**src/rtl/hpu_regs_pkg.sv**
```systemverilog
// Register map, CTRL/STATUS layout, AXI-Lite response codes and FSM state type
// shared by the control-register block and its AXI-Lite handshake FSM.
package hpu_regs_pkg;

  localparam int WORD_CTRL    = 0;
  localparam int WORD_STATUS  = 1;
  localparam int WORD_CYCLES  = 2;
  localparam int WORD_VERSION = 3;
  localparam int WORD_CFG0    = 4;

  localparam int CTRL_MATW  = 0;
  localparam int CTRL_RUN   = 1;
  localparam int CTRL_LAST  = 2;
  localparam int CTRL_START = 3;

  localparam int STAT_BUSY = 0;
  localparam int STAT_DONE = 1;

  localparam logic [1:0] RESP_OKAY   = 2'b00;
  localparam logic [1:0] RESP_SLVERR = 2'b10;

  typedef enum logic [2:0] {
    ST_INI,
    ST_AW,
    ST_W,
    ST_AWW,
    ST_AR1,
    ST_AR2
  } axil_state_e;

  typedef struct packed {
    logic last;
    logic run;
    logic matw;
  } ctrl_t;

  typedef struct packed {
    logic [29:0] rsvd;
    logic        done;
    logic        busy;
  } status_t;

  function automatic logic [31:0] apply_strb(input logic [31:0] old_v,
                                             input logic [31:0] new_v,
                                             input logic [3:0]  strb);
    logic [31:0] r;
    for (int b = 0; b < 4; b++) begin
      r[8*b +: 8] = strb[b] ? new_v[8*b +: 8] : old_v[8*b +: 8];
    end
    return r;
  endfunction

endpackage

```
**src/rtl/axil_slave_fsm.sv**
```systemverilog
// AXI-Lite slave handshake: latches AW/W/AR, commits a write once in the first
// AWW cycle, strobes the read in AR1; one transaction in flight, B/R wait on ready.
module axil_slave_fsm
  import hpu_regs_pkg::*;
#(
  parameter int ADDR_W = 12
) (
  input  logic              clk,
  input  logic              rst,
  input  logic [ADDR_W-1:0] s_axi_awaddr,
  input  logic              s_axi_awvalid,
  output logic              s_axi_awready,
  input  logic [31:0]       s_axi_wdata,
  input  logic [3:0]        s_axi_wstrb,
  input  logic              s_axi_wvalid,
  output logic              s_axi_wready,
  output logic              s_axi_bvalid,
  input  logic              s_axi_bready,
  input  logic [ADDR_W-1:0] s_axi_araddr,
  input  logic              s_axi_arvalid,
  output logic              s_axi_arready,
  output logic              s_axi_rvalid,
  input  logic              s_axi_rready,
  output logic              wr_commit,
  output logic [ADDR_W-1:0] wr_addr,
  output logic [31:0]       wr_data,
  output logic [3:0]        wr_strb,
  output logic [ADDR_W-1:0] rd_addr,
  output logic              rd_strobe
);

  axil_state_e state_q, state_d;
  logic        committed_q;
  logic        aw_acc, w_acc, ar_acc;

  always_ff @(posedge clk) begin
    if (rst) begin
      state_q     <= ST_INI;
      committed_q <= 1'b0;
    end else begin
      state_q     <= state_d;
      committed_q <= (state_q == ST_AWW);
    end
  end

  always_comb begin
    state_d = state_q;
    case (state_q)
      ST_INI: begin
        if (s_axi_awvalid && s_axi_wvalid) state_d = ST_AWW;
        else if (s_axi_awvalid)            state_d = ST_AW;
        else if (s_axi_wvalid)             state_d = ST_W;
        else if (s_axi_arvalid)            state_d = ST_AR1;
      end
      ST_AW:   if (s_axi_wvalid)  state_d = ST_AWW;
      ST_W:    if (s_axi_awvalid) state_d = ST_AWW;
      ST_AWW:  if (s_axi_bready)  state_d = ST_INI;
      ST_AR1:  state_d = ST_AR2;
      ST_AR2:  if (s_axi_rready)  state_d = ST_INI;
      default: state_d = ST_INI;
    endcase
  end

  // Reset presents the idle handshake but the state register ignores inputs.
  assign s_axi_awready = rst || (state_q == ST_INI) || (state_q == ST_W);
  assign s_axi_wready  = rst || (state_q == ST_INI) || (state_q == ST_AW);
  assign s_axi_arready = rst || (state_q == ST_INI);
  assign s_axi_bvalid  = !rst && (state_q == ST_AWW);
  assign s_axi_rvalid  = !rst && (state_q == ST_AR2);
  assign wr_commit     = !rst && (state_q == ST_AWW) && !committed_q;
  assign rd_strobe     = !rst && (state_q == ST_AR1);

  assign aw_acc = s_axi_awvalid && ((state_q == ST_INI) || (state_q == ST_W));
  assign w_acc  = s_axi_wvalid  && ((state_q == ST_INI) || (state_q == ST_AW));
  assign ar_acc = s_axi_arvalid && (state_q == ST_INI) && !s_axi_awvalid && !s_axi_wvalid;

  always_ff @(posedge clk) begin
    if (rst) begin
      wr_addr <= '0;
      wr_data <= '0;
      wr_strb <= '0;
      rd_addr <= '0;
    end else begin
      if (aw_acc) wr_addr <= s_axi_awaddr;
      if (w_acc) begin
        wr_data <= s_axi_wdata;
        wr_strb <= s_axi_wstrb;
      end
      if (ar_acc) rd_addr <= s_axi_araddr;
    end
  end

endmodule

```
**src/rtl/axil_ctrl_regs.sv**
```systemverilog
// AXI-Lite control/status register block: writes land one edge after commit,
// read data registered in AR1 and held through AR2; B/R held until ready.
module axil_ctrl_regs
  import hpu_regs_pkg::*;
#(
  parameter int          NUM_CFG = 8,
  parameter int          ADDR_W  = 12,
  parameter logic [31:0] VERSION = 32'h0001_0000
) (
  input  logic                  clk,
  input  logic                  rst,
  input  logic [ADDR_W-1:0]     s_axi_awaddr,
  input  logic                  s_axi_awvalid,
  output logic                  s_axi_awready,
  input  logic [31:0]           s_axi_wdata,
  input  logic [3:0]            s_axi_wstrb,
  input  logic                  s_axi_wvalid,
  output logic                  s_axi_wready,
  output logic [1:0]            s_axi_bresp,
  output logic                  s_axi_bvalid,
  input  logic                  s_axi_bready,
  input  logic [ADDR_W-1:0]     s_axi_araddr,
  input  logic                  s_axi_arvalid,
  output logic                  s_axi_arready,
  output logic [31:0]           s_axi_rdata,
  output logic [1:0]            s_axi_rresp,
  output logic                  s_axi_rvalid,
  input  logic                  s_axi_rready,
  output logic                  ctrl_matw,
  output logic                  ctrl_run,
  output logic                  ctrl_last,
  output logic                  ctrl_start,
  output logic [32*NUM_CFG-1:0] cfg_q,
  input  logic                  stat_busy,
  input  logic                  stat_done_set
);

  logic              wr_commit, rd_strobe;
  logic [ADDR_W-1:0] wr_addr, rd_addr;
  logic [31:0]       wr_data;
  logic [3:0]        wr_strb;

  axil_slave_fsm #(.ADDR_W(ADDR_W)) u_fsm (
    .clk           (clk),
    .rst           (rst),
    .s_axi_awaddr  (s_axi_awaddr),
    .s_axi_awvalid (s_axi_awvalid),
    .s_axi_awready (s_axi_awready),
    .s_axi_wdata   (s_axi_wdata),
    .s_axi_wstrb   (s_axi_wstrb),
    .s_axi_wvalid  (s_axi_wvalid),
    .s_axi_wready  (s_axi_wready),
    .s_axi_bvalid  (s_axi_bvalid),
    .s_axi_bready  (s_axi_bready),
    .s_axi_araddr  (s_axi_araddr),
    .s_axi_arvalid (s_axi_arvalid),
    .s_axi_arready (s_axi_arready),
    .s_axi_rvalid  (s_axi_rvalid),
    .s_axi_rready  (s_axi_rready),
    .wr_commit     (wr_commit),
    .wr_addr       (wr_addr),
    .wr_data       (wr_data),
    .wr_strb       (wr_strb),
    .rd_addr       (rd_addr),
    .rd_strobe     (rd_strobe)
  );

  logic [ADDR_W-3:0] wr_word, rd_word;
  logic [31:0]       wr_idx, rd_idx;
  logic              wr_mapped, rd_mapped;
  logic              unused_addr_lsbs;

  assign wr_word   = wr_addr[ADDR_W-1:2];
  assign rd_word   = rd_addr[ADDR_W-1:2];
  assign wr_idx    = 32'(wr_word);
  assign rd_idx    = 32'(rd_word);
  assign wr_mapped = wr_idx < 32'(WORD_CFG0 + NUM_CFG);
  assign rd_mapped = rd_idx < 32'(WORD_CFG0 + NUM_CFG);
  assign unused_addr_lsbs = ^{wr_addr[1:0], rd_addr[1:0]};

  // Latched write address is stable for the whole AWW phase.
  assign s_axi_bresp = wr_mapped ? RESP_OKAY : RESP_SLVERR;

  ctrl_t       ctrl_q;
  logic        start_q, done_q;
  logic [31:0] cycles_q;
  logic [31:0] cfg_r [NUM_CFG];
  logic        wr_ctrl, wr_status, wr_cycles;

  assign wr_ctrl   = wr_commit && (wr_idx == 32'(WORD_CTRL));
  assign wr_status = wr_commit && (wr_idx == 32'(WORD_STATUS));
  assign wr_cycles = wr_commit && (wr_idx == 32'(WORD_CYCLES));

  always_ff @(posedge clk) begin
    if (rst) begin
      ctrl_q   <= '0;
      start_q  <= 1'b0;
      done_q   <= 1'b0;
      cycles_q <= '0;
    end else begin
      start_q <= 1'b0;
      if (wr_ctrl && wr_strb[0]) begin
        ctrl_q.matw <= wr_data[CTRL_MATW];
        ctrl_q.run  <= wr_data[CTRL_RUN];
        ctrl_q.last <= wr_data[CTRL_LAST];
        start_q     <= wr_data[CTRL_START];
      end
      // A datapath set beats a simultaneous clear.
      if (stat_done_set)
        done_q <= 1'b1;
      else if (wr_status && wr_strb[0] && wr_data[STAT_DONE])
        done_q <= 1'b0;
      if (wr_cycles)
        cycles_q <= '0;
      else if (ctrl_q.run)
        cycles_q <= cycles_q + 32'd1;
    end
  end

  always_ff @(posedge clk) begin
    for (int i = 0; i < NUM_CFG; i++) begin
      if (rst)
        cfg_r[i] <= '0;
      else if (wr_commit && (wr_idx == 32'(WORD_CFG0 + i)))
        cfg_r[i] <= apply_strb(cfg_r[i], wr_data, wr_strb);
    end
  end

  logic [31:0] rd_val;
  logic [1:0]  rd_resp;
  status_t     status_w;

  always_comb begin
    status_w      = '0;
    status_w.busy = stat_busy;
    status_w.done = done_q;
    rd_val        = '0;
    rd_resp       = rd_mapped ? RESP_OKAY : RESP_SLVERR;
    if (rd_idx == 32'(WORD_CTRL))         rd_val = {29'd0, ctrl_q};
    else if (rd_idx == 32'(WORD_STATUS))  rd_val = status_w;
    else if (rd_idx == 32'(WORD_CYCLES))  rd_val = cycles_q;
    else if (rd_idx == 32'(WORD_VERSION)) rd_val = VERSION;
    for (int i = 0; i < NUM_CFG; i++) begin
      if (rd_idx == 32'(WORD_CFG0 + i)) rd_val = cfg_r[i];
    end
  end

  always_ff @(posedge clk) begin
    if (rst) begin
      s_axi_rdata <= '0;
      s_axi_rresp <= RESP_OKAY;
    end else if (rd_strobe) begin
      s_axi_rdata <= rd_val;
      s_axi_rresp <= rd_resp;
    end
  end

  for (genvar g = 0; g < NUM_CFG; g++) begin : g_cfg
    assign cfg_q[32*g +: 32] = cfg_r[g];
  end

  assign ctrl_matw  = ctrl_q.matw;
  assign ctrl_run   = ctrl_q.run;
  assign ctrl_last  = ctrl_q.last;
  assign ctrl_start = start_q;

endmodule

```
**config.mk**
```make
export PLATFORM = sky130hd
export DESIGN_NAME = axil_ctrl_regs
export DESIGN_NICKNAME = d
export VERILOG_FILES = /design/src/rtl/hpu_regs_pkg.sv /design/src/rtl/axil_slave_fsm.sv /design/src/rtl/axil_ctrl_regs.sv
export SDC_FILE = /design/constraint.sdc
export NUM_CORES = 1
export LEC_CHECK = 0
export ABC_CLOCK_PERIOD_IN_PS = 2200
export BUFFER_PORTS_ARGS = -buffer_cell sky130_fd_sc_hd__buf_2
export CAP_MARGIN = 10
export CORE_AREA = 2 2 183 185
export DETAILED_ROUTE_END_ITERATION = 7
export DIE_AREA = 0 0 185 187
export PLACE_DENSITY_LB_ADDON = 0.15
export SKIP_LAST_GASP = 1
export SYNTH_ARGS = -nofsm -noshare
export SYNTH_HDL_FRONTEND = slang
export SYNTH_SLANG_ARGS = --single-unit
export TNS_END_PERCENT = 50
```
**constraint.sdc**
```tcl
create_clock -name clk -period 2.2 [get_ports clk]
set_input_delay 0.33 -clock clk [delete_from_list [all_inputs] [get_ports clk]]
set_output_delay 0.33 -clock clk [all_outputs]
set_load 0.01 [all_outputs]
```
==> results of run 1 <==
cell usage after synthesis (5+ instances only):
library cell,count
buf_2,36
a2bb2oi_1,5
inv_1,10
o2111ai_1,9
xnor2_1,5
o211ai_1,8
nand2_1,145
o21ai_1,9
clkbuf_2,13
nor2_1,98
a21o_1,35
nand3_1,34
clkbuf_1,61
buf_4,7
dfxtp_1,130
a22oi_1,19
a22o_1,9
nand4_1,17
edfxtp_1,256
xor2_1,25
nand2b_1,6
o21ai_0,81
o221ai_1,21
and3_1,5
nor3_1,11
o22ai_1,23
and4_1,5
a31oi_1,7
nor2b_1,5
mux4_2,8
a21oi_1,78
mux2_2,13
mux2i_1,49
and2_1,262
o2bb2ai_1,9
repair_timing:
action | CTS | global route
gates resized for setup | 1 | 5
setup buffers | 6 | 0
setup endpoints to repair | 107 | 122
pin swaps | 2 | 3
worst min path at each step:
stage	from	end	slack [ns]	cells after the start
4_1_cts	s_axi_wdata[0]	u_fsm.wr_data[0]	0.02	3
3_3_place_gp	s_axi_rdata[31]	s_axi_rdata[31]	0.43	2
6_report	s_axi_wdata[0]	u_fsm.wr_data[0]	0.03	3
3_5_place_dp	s_axi_rdata[31]	s_axi_rdata[31]	0.44	2
5_1_grt	s_axi_wdata[20]	u_fsm.wr_data[20]	0.03	3
2_1_floorplan	done_q	done_q	0.45	2
per-layer routing:
metal,wire length [um],part of all wire
met3,8290,0.13
met4,3330,0.051
met1,24300,0.37
met5,0,0
met2,29200,0.45
cells by family (layout without fill, tap and decap cells):
group                    count (synthesis)  count (layout)
AO/OA/AOI/OAI                          348             348
XOR/XNOR                                30              30
buffers and inverters                  131             612
adder cells (fa/ha/maj)                  1               1
multiplexers                            70              70
other                                    1               2
flip-flops                             386             386
AND/OR/NAND/NOR                        627             627
where the power goes:
| group | leakage, nW | switching, W | internal [W] |
|---|---|---|---|
| clock | 0.659 | 0.00285 | 0.00409 |
| combinational | 5.09 | 0.000972 | 0.000647 |
| sequential | 3.70 | 0.000350 | 0.00797 |
critical path: cells and delay by family (launching register included):
family	cells	cell delay, ns
buf+inv	2	0.34
compound gates	1	0.21
simple gates	3	1.01
flops	1	0.31
cell type report:
type | count | area [um^2]
Sequential cell | 386 | 10300
Timing Repair Buffer | 526 | 3530
Fill cell | 2542 | 10300
Clock buffer | 60 | 1180
Tap cell | 448 | 561
Inverter | 10 | 37.5
Clock inverter | 16 | 161
Multi-Input combinational cell | 1078 | 6830
metrics by stage:
stage / instances / power (W) / setup WS (ns)
detailed placement: 2442 / 0.0100 / -0.0752
floorplan: 1595 / 0.00909 / 0.185
CTS: 2524 / 0.0169 / -0.0397
global placement: 2442 / 0.0100 / -0.0632
finish: 2524 / 0.0169 / 0.0263
global route: 2524 / 0.0173 / -0.0269
flip-flops by register name, indices dropped and copies added (netlist names), 3 cells and up:
register	count
u_fsm.wr_addr	10
s_axi_rdata	32
u_fsm.rd_addr	10
u_fsm.wr_data	32
cfg_r	256
cycles_q	32
u_fsm.state_q	3
u_fsm.wr_strb	4
==> impl_metrics.env, run 1 <==
export IMPL_timing_final_crit_share=0.988
export IMPL_clock_path_buffers=3
export IMPL_syn_area_per_cell_um2=11.1
export IMPL_ys_types=74
export IMPL_synth_area_um2=17700
export IMPL_crit_slowest_cell="or4_4"
export IMPL_skew_ns=0.0226
export IMPL_syn2layout_area_growth_pct=28.0
export IMPL_startpoint="u_fsm.wr_addr[6]"
export IMPL_fin_tns_setup_ns=0
export IMPL_viasPerCell=6.09
export IMPL_synth_top_area_cell="edfxtp_1"
export IMPL_hold_ws_ns=0.0278
export IMPL_io_buffers=363
export IMPL_worst_ep_arrival_time_ns=2.41
export IMPL_use_met2=0.564
export IMPL_cts_root_buf="clkbuf_16"
export IMPL_grt_first_pass_wirelength_mm=93.9
export IMPL_clk_latency_ns=0.54
export IMPL_grt_busiest_layer="met2"
export IMPL_powerDensity_nw_per_um2=747
export IMPL_post_route_drc_count=0
export IMPL_synth_edff_count=256
export IMPL_synth_area_top_cells="edfxtp_1 (44%), dfxtp_1 (15%), and2_1 (9.3%)"
export IMPL_layout_commonest_cell="buf_2"
export IMPL_rsz0062_at_grt="true"
export IMPL_layout_common_cells="buf_2 (362), and2_1 (262), edfxtp_1 (256), nand2_1 (145), dfxtp_1 (128)"
export IMPL_drive_above_1_share=0.311
export IMPL_fin_crit_ns=2.17
export IMPL_die_w_um=185
export IMPL_drtIter0Drc=1873
export IMPL_critPathRequiredTime_ns=2.44
export IMPL_ys_flop_type="edfxtp_1"
export IMPL_io_pins=370
export IMPL_criticalPathCategory="register to register"
export IMPL_final_max_slew_violation_count=0
export IMPL_cts_buffers=42
export IMPL_max_stage_delay_ns=0.55
export IMPL_synth_simple_gate_area_frac=0.192
export IMPL_gp_congestion=0.976
export IMPL_cp_max_fo=17
export IMPL_numClockSinks=386
export IMPL_grt_usage=0.372
export IMPL_cp_endpoint="cfg_r[0][67]"
export IMPL_wl_mm=65.1
export IMPL_dp_hpwl_mm=47.8
export IMPL_design_area_um2=22600
export IMPL_dr_total_vias=15400
export IMPL_antenna_found_initial=0
export IMPL_placed_cell_area_um2=21200
export IMPL_crit_chain="or4_4 > nor2_2 > and3_1 > buf_12 > a21o_1 > buf_12"
export IMPL_fin_util=0.688
export IMPL_worst_r2r_cell_count=6
export IMPL_drtPass1Iterations=6
export IMPL_synth_top_area_frac=0.435
export IMPL_p_leak_nw=9.45
export IMPL_synth_async_reset_ratio=0
export IMPL_finalSetupViolCount=0
export IMPL_cp_end_kind="register"
export IMPL_cap_violations=0
export IMPL_die_area_um2=34600
export IMPL_synthXorXnorAreaFrac=0.0149
export IMPL_timing_rr_end="cfg_r[0][67]"
export IMPL_initial_utilization=0.537
export IMPL_hold_buffers=0
export IMPL_synthCells=1594
export IMPL_grt_overflow=0
export IMPL_ir_drop_uv=669
export IMPL_htreeDepth=2
export IMPL_muxShareOfSynthArea=0.0463
export IMPL_worstMarginPinSlew_ns=0.739
export IMPL_cp_common_cell="buf_12"
export IMPL_r2r_setup_slack_ns=0.03
export IMPL_maxSlewHeadroom=0.507
export IMPL_startpoint_type="register"
export IMPL_yosysSeqAreaShare=0.583
export IMPL_grt_pass1_vias=14800
export IMPL_met1_usage=0.505
export IMPL_hold_class="input pin to register"
export IMPL_nNetsFinal=2114
export IMPL_grt_max_degree=106
export IMPL_die_h_um=187
export IMPL_clk_pin_slew_ns=0.05
export IMPL_r2r_start="u_fsm.wr_addr[6]"
export IMPL_wl_per_cell_um=25.8
export IMPL_grt_met3_usage=0.0919
export IMPL_ys_seq_elements=386
export IMPL_finalHoldViolCount=0
export IMPL_synth_adder_area_share=0.000709
export IMPL_max_freq_mhz=460
export IMPL_yosysWarnings=0
export IMPL_coreArea_um2=32900
export IMPL_synth_top_family_by_area="simple AND/OR/NAND/NOR gates"
export IMPL_ant_nets=0
export IMPL_fp_row_count=67
export IMPL_synth_compound_area_frac=0.130
export IMPL_cts_tree="done"
export IMPL_num_antenna_cells=0
export IMPL_status="finished clean"
No activity file was read; power rests on OpenSTA's default activity.
==> run 2, diff against run 1 <==
- GPL_TIMING_DRIVEN: not set -> 0
==> run 2 against run 1 <==
Compared with the run above:
- the run now ends with negative setup slack left
- sequential cell count did not move
- first-iteration DRC count up 31%
- sequential power hardly changed
- hold slack got worse by 0.0093 ns
- critical path type unchanged
- largest power group unchanged
==> impl_metrics.env, run 2 (same netlist as run 1, synthesis figures left out) <==
export IMPL_cp_top_family="compound AO/OA/AOI/OAI gates"
export IMPL_grt_first_pass_wirelength_mm=104
export IMPL_layout_common_cells="buf_2 (385), and2_1 (261), edfxtp_1 (256), nand2_1 (144), dfxtp_1 (127)"
export IMPL_worstMarginPinSlew_ns=1.03
export IMPL_multiInputGateArea_um2=7050
export IMPL_fin_ws_ns=-0.0490
export IMPL_initial_utilization=0.537
export IMPL_dp_hpwl_mm=53.9
export IMPL_hp_start="s_axi_wdata[5]"
export IMPL_maxSlewHeadroom=0.317
export IMPL_cap_violations=0
export IMPL_numClockSinks=386
export IMPL_powerDensity_nw_per_um2=755
export IMPL_clk_latency_ns=0.55
export IMPL_cp_depth=7
export IMPL_max_stage_delay_ns=0.41
export IMPL_fillers=2668
export IMPL_max_freq_mhz=445
export IMPL_drive_above_1_share=0.309
export IMPL_critPathBufInv=2
export IMPL_crit_chain="buf_4 > nand2b_1 > clkbuf_2 > o22ai_1 > o2bb2ai_1 > a21oi_1 > o21ai_0"
export IMPL_finalHoldViolCount=0
export IMPL_largest_register_ffs=256
export IMPL_ir_drop_uv=581
export IMPL_ant_nets=0
export IMPL_antenna_found_initial=2
export IMPL_criticalPathCategory="register to register"
export IMPL_io_buffers=362
export IMPL_timing_final_crit_share=1.02
export IMPL_wl_mm=75.0
export IMPL_drtIter0Drc=2448
export IMPL_coreArea_um2=32900
export IMPL_htreeDepth=2
export IMPL_grt_overflow=0
export IMPL_status="finished, violations left"
export IMPL_rsz0062_at_grt="true"
export IMPL_post_route_drc_count=0
export IMPL_io_pins=370
export IMPL_largest_register="cfg_r"
export IMPL_final_cells=2495
export IMPL_layout_commonest_cell="buf_2"
export IMPL_skew_ns=0.0111
export IMPL_wl_per_cell_um=30.1
export IMPL_hold_ws_ns=0.0185
export IMPL_die_h_um=187
export IMPL_clk_pin_slew_ns=0.06
export IMPL_fp_row_count=67
export IMPL_crit_slowest_cell="o22ai_1"
export IMPL_cts_tree="done"
export IMPL_critPathRequiredTime_ns=2.63
export IMPL_gp_congestion=1.04
export IMPL_placed_cells=2405
export IMPL_cts_root_buf="clkbuf_16"
export IMPL_hold_class="input pin to register"
export IMPL_cp_end_kind="register"
export IMPL_drtPass1Iterations=6
export IMPL_clock_path_buffers=3
export IMPL_final_max_slew_violation_count=0
export IMPL_worst_ep_arrival_time_ns=2.68
export IMPL_violations="negative setup slack"
export IMPL_p_leak_nw=9.02
export IMPL_die_w_um=185
export IMPL_startpoint="u_fsm.rd_addr[2]"
export IMPL_die_area_um2=34600
export IMPL_finalSetupViolCount=13
export IMPL_worst_r2r_cell_count=7
export IMPL_startpoint_type="register"
export IMPL_grt_usage=0.426
export IMPL_r2r_start="u_fsm.rd_addr[2]"
export IMPL_hold_buffers=0
export IMPL_syn2layout_area_growth_pct=24.0
export IMPL_dr_total_vias=15900
export IMPL_cts_buffers=40
export IMPL_viasPerCell=6.39
export IMPL_hold_depth=3
export IMPL_fin_crit_ns=2.25
export IMPL_nNetsFinal=2084
export IMPL_cp_max_fo=10
export IMPL_regArea_um2=10300
export IMPL_grt_max_degree=14
export IMPL_grt_pass1_vias=15000
-- run 2: metal layers --
| layer | up-vias | global-route usage | wire, um |
|---|---|---|---|
| li1 | 6599 | - | - |
| met3 | 305 | 0.120 | 11200 |
| met2 | 1442 | 0.635 | 32600 |
| met5 | - | 0 | 13 |
| met1 | 7592 | 0.562 | 26300 |
| met4 | 2 | 0.237 | 4970 |
-- run 2: final timing paths --
kind,end,slack (ns)
max reg2reg,s_axi_rdata[4],-0.05
min reg2reg,s_axi_rdata[31],0.48
min,u_fsm.wr_data[5],0.02
max,s_axi_rdata[4],-0.05
-- run 2: what timing repair did --
item / 4_1_cts / 5_1_grt
buffers inserted: 12 / 7
endpoints found under the setup margin: 519 / 522
pin swaps: 9 / 9
gates resized for setup: 111 / 83
-- run 2: where the power goes --
| group | internal, W | total, W | switching (W) |
|---|---|---|---|
| sequential | 0.00798 | 0.00831 | 0.000335 |
| clock | 0.00376 | 0.00663 | 0.00288 |
| combinational | 0.000513 | 0.00160 | 0.00109 |
-- run 2: stage by stage --
stage / util / power (W) / worst slack, ns / TNS, ns / cell area, um^2
after floorplan: - / 0.00909 / 0.185 / 0 / 17700
after global placement: 0.610 / 0.00988 / -0.811 / -231.33 / 20000
after detailed placement: 0.610 / 0.00991 / -0.878 / -247.33 / 20000
after CTS: 0.659 / 0.0164 / -0.0908 / -9.33 / 21700
after global routing: 0.667 / 0.0168 / -0.105 / -2.42 / 21900
final: 0.667 / 0.0165 / -0.0490 / -0.334 / 21900
-- run 2: worst reg2reg max path: cells and delay by family (launching register included) --
| family | cells | cell delay [ns] |
|---|---|---|
| and+or+nand+nor | 1 | 0.22 |
| buffers and inverters | 2 | 0.65 |
| DFF | 1 | 0.39 |
| AOI/OAI and AO/OA | 4 | 0.88 |
-- run 2: layout make-up --
class | instances | share of cell area
sequential | 386 | 0.470
multi-input combinational | 1078 | 0.322
timing repair buffer | 381 | 0.0921
clock buffer | 64 | 0.0549
buffer | 117 | 0.0312
tap | 448 | 0.0256
clock inverter | 10 | 0.00263
inverter | 10 | 0.00171
antenna | 1 | 0.000114
==> run 3, diff against run 2 <==
- ABC_CLOCK_PERIOD_IN_PS: 2200 -> 2700
- CORE_AREA: 2 2 183 185 -> 2 2 177 179
- DIE_AREA: 0 0 185 187 -> 0 0 179 181
- GPL_ROUTABILITY_DRIVEN: not set -> 0
- MAX_ROUTING_LAYER: not set -> met4
- clock period: 2.2 -> 2.7 ns (I/O delays scaled with it)
==> run 3 against run 2 <==
Compared with the run above:
- the flow finishes with violations (design-rule violations, negative setup slack)
- final cell count shrank 2.7%
- register-to-register slack lost 0.03 ns
- sequential power fell by 18%
- wire length fell by 5.1%
- critical path depth decreased by 3
- worst setup slack got worse by 0.039 ns
- via count up 1.9%
- die area shrank 6.3%
- global-route usage up 1.9 points
- sequential share of layout area grew 1.3 points
- design area is 2.8% lower
- hold slack improved by 0.074 ns
==> impl_metrics.env, run 3 (same netlist as run 1, synthesis figures left out) <==
export IMPL_fp_row_count=64
export IMPL_crit_slowest_cell="clkbuf_1"
export IMPL_antenna_found_initial=0
export IMPL_startpoint="rst"
export IMPL_cts_tree="done"
export IMPL_numClockSinks=386
export IMPL_crit_chain="clkbuf_1 > clkbuf_1 > or2_2 > buf_2"
export IMPL_final_max_slew_violation_count=0
export IMPL_placed_cell_area_um2=20000
export IMPL_p_comb_frac=0.088
export IMPL_violations="design-rule violations, negative setup slack"
export IMPL_die_w_um=179
export IMPL_die_area_um2=32400
export IMPL_largest_register_ffs=256
export IMPL_internal_power_w=0.0101
export IMPL_hp_start="s_axi_awaddr[3]"
export IMPL_largest_register="cfg_r"
export IMPL_r2r_start="u_fsm.rd_addr[2]"
export IMPL_coreArea_um2=30300
export IMPL_post_route_drc_count=2
export IMPL_fin_crit_ns=2.79
export IMPL_maxSlewHeadroom=0.115
export IMPL_startpoint_type="input pin"
export IMPL_timing_final_crit_share=1.03
export IMPL_grt_usage=0.445
export IMPL_r2r_setup_slack_ns=-0.08
export IMPL_syn2layout_area_growth_pct=20.5
export IMPL_clk_latency_ns=0.55
export IMPL_rsz0062_at_grt="true"
export IMPL_worst_ep_arrival_time_ns=2.38
export IMPL_viasPerCell=6.70
export IMPL_nNetsFinal=2069
export IMPL_grt_max_degree=14
export IMPL_num_antenna_cells=0
export IMPL_wl_mm=71.3
export IMPL_skew_ns=0.0144
export IMPL_hold_buffers=0
export IMPL_cp_depth=4
export IMPL_cp_common_cell="clkbuf_1"
export IMPL_critPathBufInv=3
export IMPL_finalHoldViolCount=0
export IMPL_cap_violations=0
export IMPL_cp_endpoint="s_axi_arready"
export IMPL_grt_pass1_vias=15000
export IMPL_cts_buffers=40
export IMPL_clock_power_share=0.410
export IMPL_seq_power_share=0.502
export IMPL_max_freq_mhz=359
export IMPL_powerDensity_nw_per_um2=637
export IMPL_grt_overflow=0
export IMPL_cp_max_fo=10
export IMPL_worstMarginPinSlew_ns=1.33
export IMPL_layout_commonest_cell="buf_2"
export IMPL_finalSetupViolCount=8
export IMPL_cp_top_family="buffers and inverters"
export IMPL_io_pins=370
export IMPL_p_leak_nw=8.82
export IMPL_io_buffers=362
export IMPL_drive_above_1_share=0.266
export IMPL_cp_end_kind="primary output"
export IMPL_clk_pin_slew_ns=0.06
export IMPL_clock_path_buffers=3
export IMPL_fin_ws_ns=-0.0882
export IMPL_critPathRequiredTime_ns=2.30
export IMPL_grt_first_pass_wirelength_mm=99.0
export IMPL_fin_tns_setup_ns=-0.315
export IMPL_worst_r2r_cell_count=7
export IMPL_p_switching_w=0.00349
export IMPL_layout_common_cells="buf_2 (398), and2_1 (262), edfxtp_1 (256), nand2_1 (145), dfxtp_1 (130)"
export IMPL_ant_nets=0
export IMPL_initial_utilization=0.582
export IMPL_ir_drop_uv=462
export IMPL_status="finished, violations left"
export IMPL_drtIter0Drc=3304
export IMPL_drtPass1Iterations=8
export IMPL_design_area_um2=21300
export IMPL_dp_hpwl_mm=52.1
export IMPL_wl_per_cell_um=29.4
export IMPL_criticalPathCategory="input pin to primary output"
export IMPL_htreeDepth=2
export IMPL_max_stage_delay_ns=1.03
export IMPL_hold_class="input pin to register"
export IMPL_switching_share=0.258
export IMPL_die_h_um=181
export IMPL_cts_root_buf="clkbuf_16"
export IMPL_dr_total_vias=16200
export IMPL_timing_rr_end="s_axi_rdata[6]"
## run 3: cell types whose count changed in the layout (fill, tap and decap cells not counted), moves of 5 or more
| cell | before | now |
|---|---|---|
| clkbuf_4 | 14 | 0 |
| buf_4 | 36 | 8 |
| buf_12 | 5 | 0 |
| a21o_1 | 5 | 34 |
| buf_2 | 385 | 398 |
| a21o_2 | 12 | 1 |
| buf_6 | 5 | 0 |
| clkbuf_1 | 33 | 64 |
| clkbuf_2 | 34 | 23 |
| a21o_4 | 18 | 0 |
## run 3: metrics by stage
step / hold WS [ns] / total power (W) / utilization / instances / setup WS [ns]
6_report: 0.0927 / 0.0136 / 0.701 / 2427 / -0.0882
5_1_grt: 0.102 / 0.0137 / 0.701 / 2427 / -0.0564
4_1_cts: 0.0932 / 0.0134 / 0.701 / 2427 / -0.0329
3_5_place_dp: 0.434 / 0.00804 / 0.658 / 2353 / -0.217
3_3_place_gp: 0.427 / 0.00801 / 0.658 / 2353 / -0.117
2_1_floorplan: 0.454 / 0.00741 / - / 1595 / 0.610
## run 3: final cells by class
type,instances,area [um^2]
sequential,386,10300
fill,2306,9060
multi-input combinational,1078,6800
timing repair buffer,363,1820
clock buffer,60,1170
buffer,120,551
tap,396,495
clock inverter,14,125
inverter,10,37.5
## run 3: power groups by stage
| stage | registers, W | logic (W) | clock network (W) |
|---|---|---|---|
| 2_1_floorplan | 0.00683 | 0.000580 | 0 |
| 3_5_place_dp | 0.00690 | 0.00114 | 0 |
| 6_report | 0.00681 | 0.00120 | 0.00555 |
| 3_3_place_gp | 0.00689 | 0.00112 | 0 |
| 5_1_grt | 0.00681 | 0.00125 | 0.00568 |
| 4_1_cts | 0.00677 | 0.00115 | 0.00547 |
## run 3: what timing repair did
action,in CTS,in global routing
setup endpoints to repair,10,54
setup buffers,0,1
pin swaps,0,1
gates resized for setup,2,19
## run 3: layer usage
metal  vias up  GRT usage  routed length (um)
met3       391      0.141               12300
met5         -          -                   0
li1       6570          -                   -
met2      1700      0.615               29600
met4         0      0.266                5450
met1      7588      0.571               23900
## run 3: worst min-delay path by stage
stage	depth (start not counted)	slack, ns	to
floorplan	2	0.45	done_q
global placement	2	0.43	s_axi_rdata[31]
detailed placement	2	0.43	s_axi_rdata[31]
CTS	3	0.09	u_fsm.wr_data[8]
global route	3	0.10	u_fsm.wr_data[5]
finish	3	0.09	u_fsm.wr_addr[3]
## run 3: worst min-delay path, delay by kind of cell
kind,cells,cell delay [ns]
buffers and inverters,1,0.07
muxes,1,0.05
and+or+nand+nor,1,0.07
